--- config.mk ---
export PLATFORM = sky130hd
export DESIGN_NAME = signature_compactor
export DESIGN_NICKNAME = d
export VERILOG_FILES = /design/src/rtl/signature_compactor.sv
export SDC_FILE = /design/constraint.sdc
export NUM_CORES = 1
export LEC_CHECK = 0
export ABC_AREA = 1
export CAP_MARGIN = 5
export CORE_ASPECT_RATIO = 0.9
export CORE_MARGIN = 1.5
export CORE_UTILIZATION = 45
export CTS_CLUSTER_SIZE = 25
export DETAILED_ROUTE_END_ITERATION = 6
export PLACE_DENSITY = 0.8
export SKIP_CTS_REPAIR_TIMING = 1
export SYNTH_ARGS = -nofsm -noshare
export SYNTH_HDL_FRONTEND = slang
export SYNTH_SLANG_ARGS = --single-unit
--- constraint.sdc ---
create_clock -name clk -period 2.09 [get_ports clk]
set_clock_uncertainty 0.05 [all_clocks]
set_input_delay 0.5225 -clock clk [delete_from_list [all_inputs] [get_ports clk]]
set_output_delay 0.5225 -clock clk [all_outputs]
set_load 0.01 [all_outputs]
--- src/rtl/signature_compactor.sv ---
// signature_compactor
//   Self-test signature engine. A stimulus counter drives the DUT input pins
//   while NUM_CH observation buses plus a seed are XOR-folded each cycle into
//   a rotate-add accumulator. A run is launched by start from IDLE or DONE,
//   lasts 2^CNT_W-1 accumulate cycles, then parks in DONE until re-armed.
//
//   Optional feature macro: SIGCMP_EN (adds expected/pass/fail comparison).
//
// Ports:
//   clk        in   1          system clock, rising edge
//   reset      in   1          asynchronous, active-low reset
//   start      in   1          launches a run when sampled in IDLE or DONE
//   seed       in   W          XORed into the fold every cycle
//   ch_data    in   NUM_CH*W   observation channels, channel k at [k*W +: W]
//   expected   in   2*W        reference signature (SIGCMP_EN only)
//   stimulus   out  CNT_W      stimulus counter to the DUT
//   busy       out  1          high while running
//   done       out  1          high while in DONE
//   signature  out  2*W        accumulator value
//   pass       out  1          signature matched expected (SIGCMP_EN only)
//   fail       out  1          signature differed from expected (SIGCMP_EN only)

module signature_compactor #(
    parameter int unsigned W      = 8,
    parameter int unsigned NUM_CH = 4,
    parameter int unsigned CNT_W  = 8
) (
    input  logic                clk,
    input  logic                reset,
    input  logic                start,
    input  logic [W-1:0]        seed,
    input  logic [NUM_CH*W-1:0] ch_data,
`ifdef SIGCMP_EN
    input  logic [2*W-1:0]      expected,
    output logic                pass,
    output logic                fail,
`endif
    output logic [CNT_W-1:0]    stimulus,
    output logic                busy,
    output logic                done,
    output logic [2*W-1:0]      signature
);

    typedef enum logic [1:0] {
        IDLE = 2'd0,
        RUN  = 2'd1,
        DONE = 2'd2
    } state_t;

    state_t         state;
    logic [W-1:0]   fold;
    logic [W-1:0]   sum;
    logic [2*W-1:0] next_sig;

    // Lower half absorbs the fold; the whole word then rotates left by one,
    // so the top bit wraps into bit 0 and the sum lands in [W:1].
    always_comb begin
        fold = seed;
        for (int unsigned k = 0; k < NUM_CH; k++) begin
            fold = fold ^ ch_data[k*W +: W];
        end
        sum      = signature[W-1:0] + fold;
        next_sig = {signature[2*W-2:W], sum, signature[2*W-1]};
    end

    always_ff @(posedge clk or negedge reset) begin
        if (!reset) begin
            state     <= IDLE;
            stimulus  <= '0;
            signature <= '0;
            busy      <= 1'b0;
            done      <= 1'b0;
`ifdef SIGCMP_EN
            pass      <= 1'b0;
            fail      <= 1'b0;
`endif
        end else begin
            case (state)
                IDLE, DONE: begin
                    if (start) begin
                        state     <= RUN;
                        stimulus  <= '0;
                        signature <= '0;
                        busy      <= 1'b1;
                        done      <= 1'b0;
`ifdef SIGCMP_EN
                        pass      <= 1'b0;
                        fail      <= 1'b0;
`endif
                    end
                end
                RUN: begin
                    if (stimulus != '1) begin
                        signature <= next_sig;
                        stimulus  <= stimulus + CNT_W'(1);
                    end else begin
                        // Counter full: no accumulate, stimulus saturates.
                        state <= DONE;
                        busy  <= 1'b0;
                        done  <= 1'b1;
`ifdef SIGCMP_EN
                        pass  <= (signature == expected);
                        fail  <= (signature != expected);
`endif
                    end
                end
                default: begin
                    state <= IDLE;
                end
            endcase
        end
    end

endmodule

## Yosys cells after proc, flatten, opt, wreduce, memory -nomap -nowiden

Index checks and enable logic that the tools add are counted.

| cells by class | value |
|---|---|
| reductions and logical operators | 6 |
| add/subtract/negate cells | 2 |
| mux-type cells | 15 |
| equality and inequality tests | 6 |
| bitwise operators | 4 |

Operators by type and width:

| operator | count |
|---|---|
| $mux W16 | 2 |
| $pmux W16 S2 | 1 |
| $xor A8 B8 Y8 | 4 |
| $mux W8 | 2 |
| $pmux W8 S2 | 1 |
| $add A8 B1 Y8 const B | 1 |
| $add A8 B8 Y8 | 1 |
| $ne A8 B8 Y1 const B | 1 |
| $ne A2 B2 Y1 const B | 3 |
| $reduce_and A3 Y1 | 2 |
| $mux W1 | 4 |
| $mux W2 | 2 |
| $pmux W1 S2 | 2 |
| $pmux W2 S2 | 1 |
| $eq A2 B1 Y1 const B | 1 |
| $eq A2 B2 Y1 const B | 1 |
| $logic_not A2 Y1 | 1 |
| $reduce_and A2 Y1 | 1 |
| $reduce_bool A2 Y1 | 1 |
| $reduce_or A2 Y1 | 1 |

| word-level totals | value |
|---|---|
| input bits | 43 |
| output and inout bits | 26 |
| bits in registers | 28 |

## Logic depth before layout (Yosys ltp)

| logic depth | value |
|---|---|
| word-level depth | 7 |
| gate-level depth with buffers | 13 |

## Worst setup path before layout

Ideal clock, no wire load.

| path | value |
|---|---|
| kind | input -> register |
| start point | in ch_data[8] |
| end point | reg signature[5] |
| data arrival time | 2.053 ns |
| stages | 12 |
| library setup time | 0.116 ns |
| required time | 1.924 ns |
| slack | -0.129 ns |
| cell sequence | xnor2_1 > xnor2_1 > xor2_1 > ha_1 > inv_1 > fa_1 > nor2_1 > nor2_1 > o21ai_0 > a21oi_1 > nand2_1 > nand2_1 |

| on the way | value |
|---|---|
| cells in the longest elaborated chain, start to end | 6 |

Ends and longest elaborated chain:

| what | RTL line | text |
|---|---|---|
| from (decl) | 32 | `input logic [NUM_CH*W-1:0] ch_data,` |
| $xor A8 B8 Y8 (3 in series) | 60 | `fold = fold ^ ch_data[k*W +: W];` |
| $add A8 B8 Y8 | 62 | `sum = signature[W-1:0] + fold;` |
| $mux W16 | 93 | `if (stimulus != '1) begin` |
| $pmux W16 S2 | 78 | `case (state)` |
| to (signal assigned) | 94 | `signature <= next_sig;` |
| to (decl) | 41 | `output logic [2*W-1:0] signature` |

Every way passes these cells. The select of a mux whose other input is x is not followed.
A chain may end at the register's enable or synchronous reset.

## Worst setup path in the final report

| path | value |
|---|---|
| start point | in ch_data[18] |
| end point | reg signature[6] |

| on the way | value |
|---|---|
| cells in the longest elaborated chain, start to end | 5 |

Ends and longest elaborated chain:

| what | RTL line |
|---|---|
| $xor A8 B8 Y8 (2 in series) | 60 |
| $add A8 B8 Y8 | 62 |
| $mux W16 | 93 |
| $pmux W16 S2 | 78 |

Every way passes these cells. The select of a mux whose other input is x is not followed.

==> flow_summary_export.csv <==
group,metric,value,unit
final_layout,nets,387,
sta,fmax,468,MHz
power_and_ir_drop,leakage,0.00172,uW
place,placement.cell_area,2760,um^2
clock_tree,cts_root_buf,"clkbuf_8",
final_layout,areaGrowthSynthToFinish,59.6,%
critical_path,crit_path_top_delay_cell,"ha_1",
sta,finalHoldViolCount,0,
yosys,synth_flop_cell,"dfrtp_1",
final_layout,diodes,0,
yosys,syn_area_per_cell,7.82,um^2
route,dr_wl_met3,262,um
floorplanning,start_util,47.0,%
clock_tree,h-tree-depth,1,
sta,worst_slack,-46.0,ps
sta,rsz0062_at_grt,"yes",
flow_run,cap_violations,0,
critical_path,critical_path_class,"input pin to register",
critical_path,r2r_start,"stimulus[1]$_DFFE_PN0P_",
global_route,grt_pass1_vias,1751,
final_layout,fin_area,3060,um^2
floorplanning,core_area,4070,um^2
place,gp_congestion,0.853,
worst_hold_path,worst_hold_path_type,"register to register",
yosys,synth-seq-cells,28,
floorplanning,die_h,64.9,um
clock_tree,clk_pin_slew,100,ps
clock_tree,cts_buffers,3,
yosys,synth_edf_count,0,
global_route,antenna_found_initial,0,
power_and_ir_drop,fin_total_pwr,3820,uW
final_layout,fillers,291,
final_layout,multi_input_area,1240,um^2
yosys,yosys_warnings,0,
sta,final-setup-viol-count,2,
route,routed-wl-met2,2.59,mm
sta,finalCritPeriodShare,102,%
worst_hold_path,hp-start,"signature[10]$_DFFE_PN0P_",
place,io_buffers,68,
route,first_iter_violations,150,
critical_path,endpoint,"signature[6]$_DFFE_PN0P_",
critical_path,worstPathRequired,2250,ps
global_route,track_usage,19.8,%
clock_tree,clockBufferDepth,2,
sta,maxSlewViolCount,0,
route,top_layer_used,"met4",
route,dr.pass1.iters,7,
critical_path,rr_worst_depth,7,
route,wirelength,4.99,mm
yosys,synthTopCellsByArea,"dfrtp_1, nand2_1, xnor2_1, xor2_1, ha_1",
floorplanning,die_w,71.8,um
yosys,syn_area,1920,um^2
critical_path,critical_path.most_common_cell,"nand2_1",
power_and_ir_drop,powerDensity,1250,nW/um^2
yosys,syn_nets,298,
critical_path,crit_fanout,2,
critical_path,crit_path_start,"ch_data[18]",
sta,tightest_slew,553,ps
yosys,synth_top_area_share,36.6,%
critical_path,critPathCaptureType,"register",
critical_path,cp.arrival,2300,ps
critical_path,r2r_setup_slack,280,ps
clock_tree,tritoncts,"yes",
yosys,synth_top_area_cell,"dfrtp_1",
yosys,yosysSeqAreaShare,36.6,%
floorplanning,die_area,4660,um^2
sta,slew_headroom,63.1,%
route,detail-route-antenna-nets,0,
clock_tree,cts.sinks,28,
floorplanning,num_rows,22,
sta,fin_crit,2140,ps
route,drt-met1-wl,2.09,mm
critical_path,r2r_end,"signature[1]$_DFFE_PN0P_",
yosys,synth_cell_types,28,
clock_tree,worstSkewPairLatency,280,ps
yosys,yosysMostFrequentCell,"nand2_1",
outcome,violations,"DRC, setup timing",
route,drcViolationCount,1,
floorplanning,pin_count,69,
critical_path,max_stage_delay,310,ps
route,vias,1916,
yosys,synth_cells,245,
global_route,gr-total-overflow,0,
power_and_ir_drop,vdd_ir_drop_max,0.000639,V
route,wire_per_inst,13.1,um
global_route,grt_max_degree,29,
yosys,synthTopCellsByCount,"nand2_1, dfrtp_1, inv_1",
critical_path,crit_chain,"buf_8 > xnor2_4 > xnor2_2 > xor2_1 > ha_1 > a21oi_2 > buf_4 > nor2_4 > nor2_2 > nand2_2 > nand2_1 > nand2_1 > o21ai_1",
place,place_hpwl,3.37,mm
route,via_per_inst,5.03,
final_layout,drive_gt1_share,20.1,%
global_route,grt_pass1_wl,7.49,mm
critical_path,startpoint_type,"input pin",
yosys,synthArstFlopShare,100,%
final_layout,regArea,701,um^2
outcome,outcome,"complete, but fails checks",
-- per-layer routing --
metal	up-vias	track usage, %
met5	-	0
met1	900	24.3
met3	6	4.20
met2	62	35.3
li1	948	-
met4	0	4.72
-- power breakdown --
group / internal, uW / switching (uW)
Clock: 257 / 176
Sequential: 780 / 238
Combinational: 1210 / 1160
Total: 2240 / 1580
-- registers in the layout (all words and copies together) (netlist names) --
name / flops
signature: 16
stimulus: 8
state: 2
busy: 1
done: 1
-- critical path, delay by kind of cell --
family | cells | cell delay, ps
compound gates | 2 | 300
xor+xnor | 3 | 600
fa+ha+maj | 1 | 310
buf+inv | 2 | 240
simple gates | 5 | 310
-- logic make-up (layout without fill, tap and decap cells) --
logic type / after synthesis / after routing / share of synthesized area [%]
compound gates: 30 / 30 / 9.28
xor+xnor: 30 / 30 / 13.7
fa+ha+maj: 10 / 10 / 6.92
buf+inv: 32 / 119 / 7.12
flops: 28 / 28 / 36.6
simple gates: 115 / 116 / 26.4
-- through the flow --
stage	TNS (ps)	setup slack, ps	utilization (%)	std cells	hold WS (ps)
final	-54.7	-46.0	75.0	381	462
after global routing	-408	-130	75.0	381	491
after CTS	-2410	-452	69.4	376	466
after detailed placement	-4530	-722	67.7	372	439
after global placement	-4020	-645	67.7	372	441
after floorplan	-69.3	-35.2	-	245	177
-- cell type report --
class	instances	area share (%)
multi-input cells	186	40.6
repair buffers	86	28.7
flip-flops and latches	28	22.9
inverters	29	3.56
well taps	48	1.96
clock buffers	3	1.35
clock inverters	1	0.982
-- worst min path at each step --
stage / endpoint / slack, ps / cells past startpoint
4_1_cts: signature[10]$_DFFE_PN0P_ / 470 / 2
6_report: signature[10]$_DFFE_PN0P_ / 460 / 2
3_5_place_dp: signature[10]$_DFFE_PN0P_ / 440 / 2
3_3_place_gp: signature[13]$_DFFE_PN0P_ / 440 / 2
5_1_grt: signature[13]$_DFFE_PN0P_ / 490 / 2
2_1_floorplan: busy$_DFFE_PN0P_ / 180 / 0
-- layout by cell type, fill, tap and decap left out, types with 2 or more instances in the layout --
cell,count
xnor2_4,2
ha_1,6
nor2_1,11
dlymetal6s2s_1,27
clkbuf_2,4
a21oi_2,2
nand2_1,71
buf_8,2
o21ai_0,12
nand4_1,3
nand2_2,4
xor2_1,15
nor2_4,2
dfrtp_1,28
clkbuf_8,3
nand3_1,13
ha_2,2
xnor2_2,8
a21oi_1,4
inv_2,3
buf_4,18
nor2_2,5
buf_6,2
o21ai_1,6
xnor2_1,5
inv_1,26
or2_2,2
a21o_1,2
clkdlybuf4s50_1,33
(Power assumes the default switching activity.)
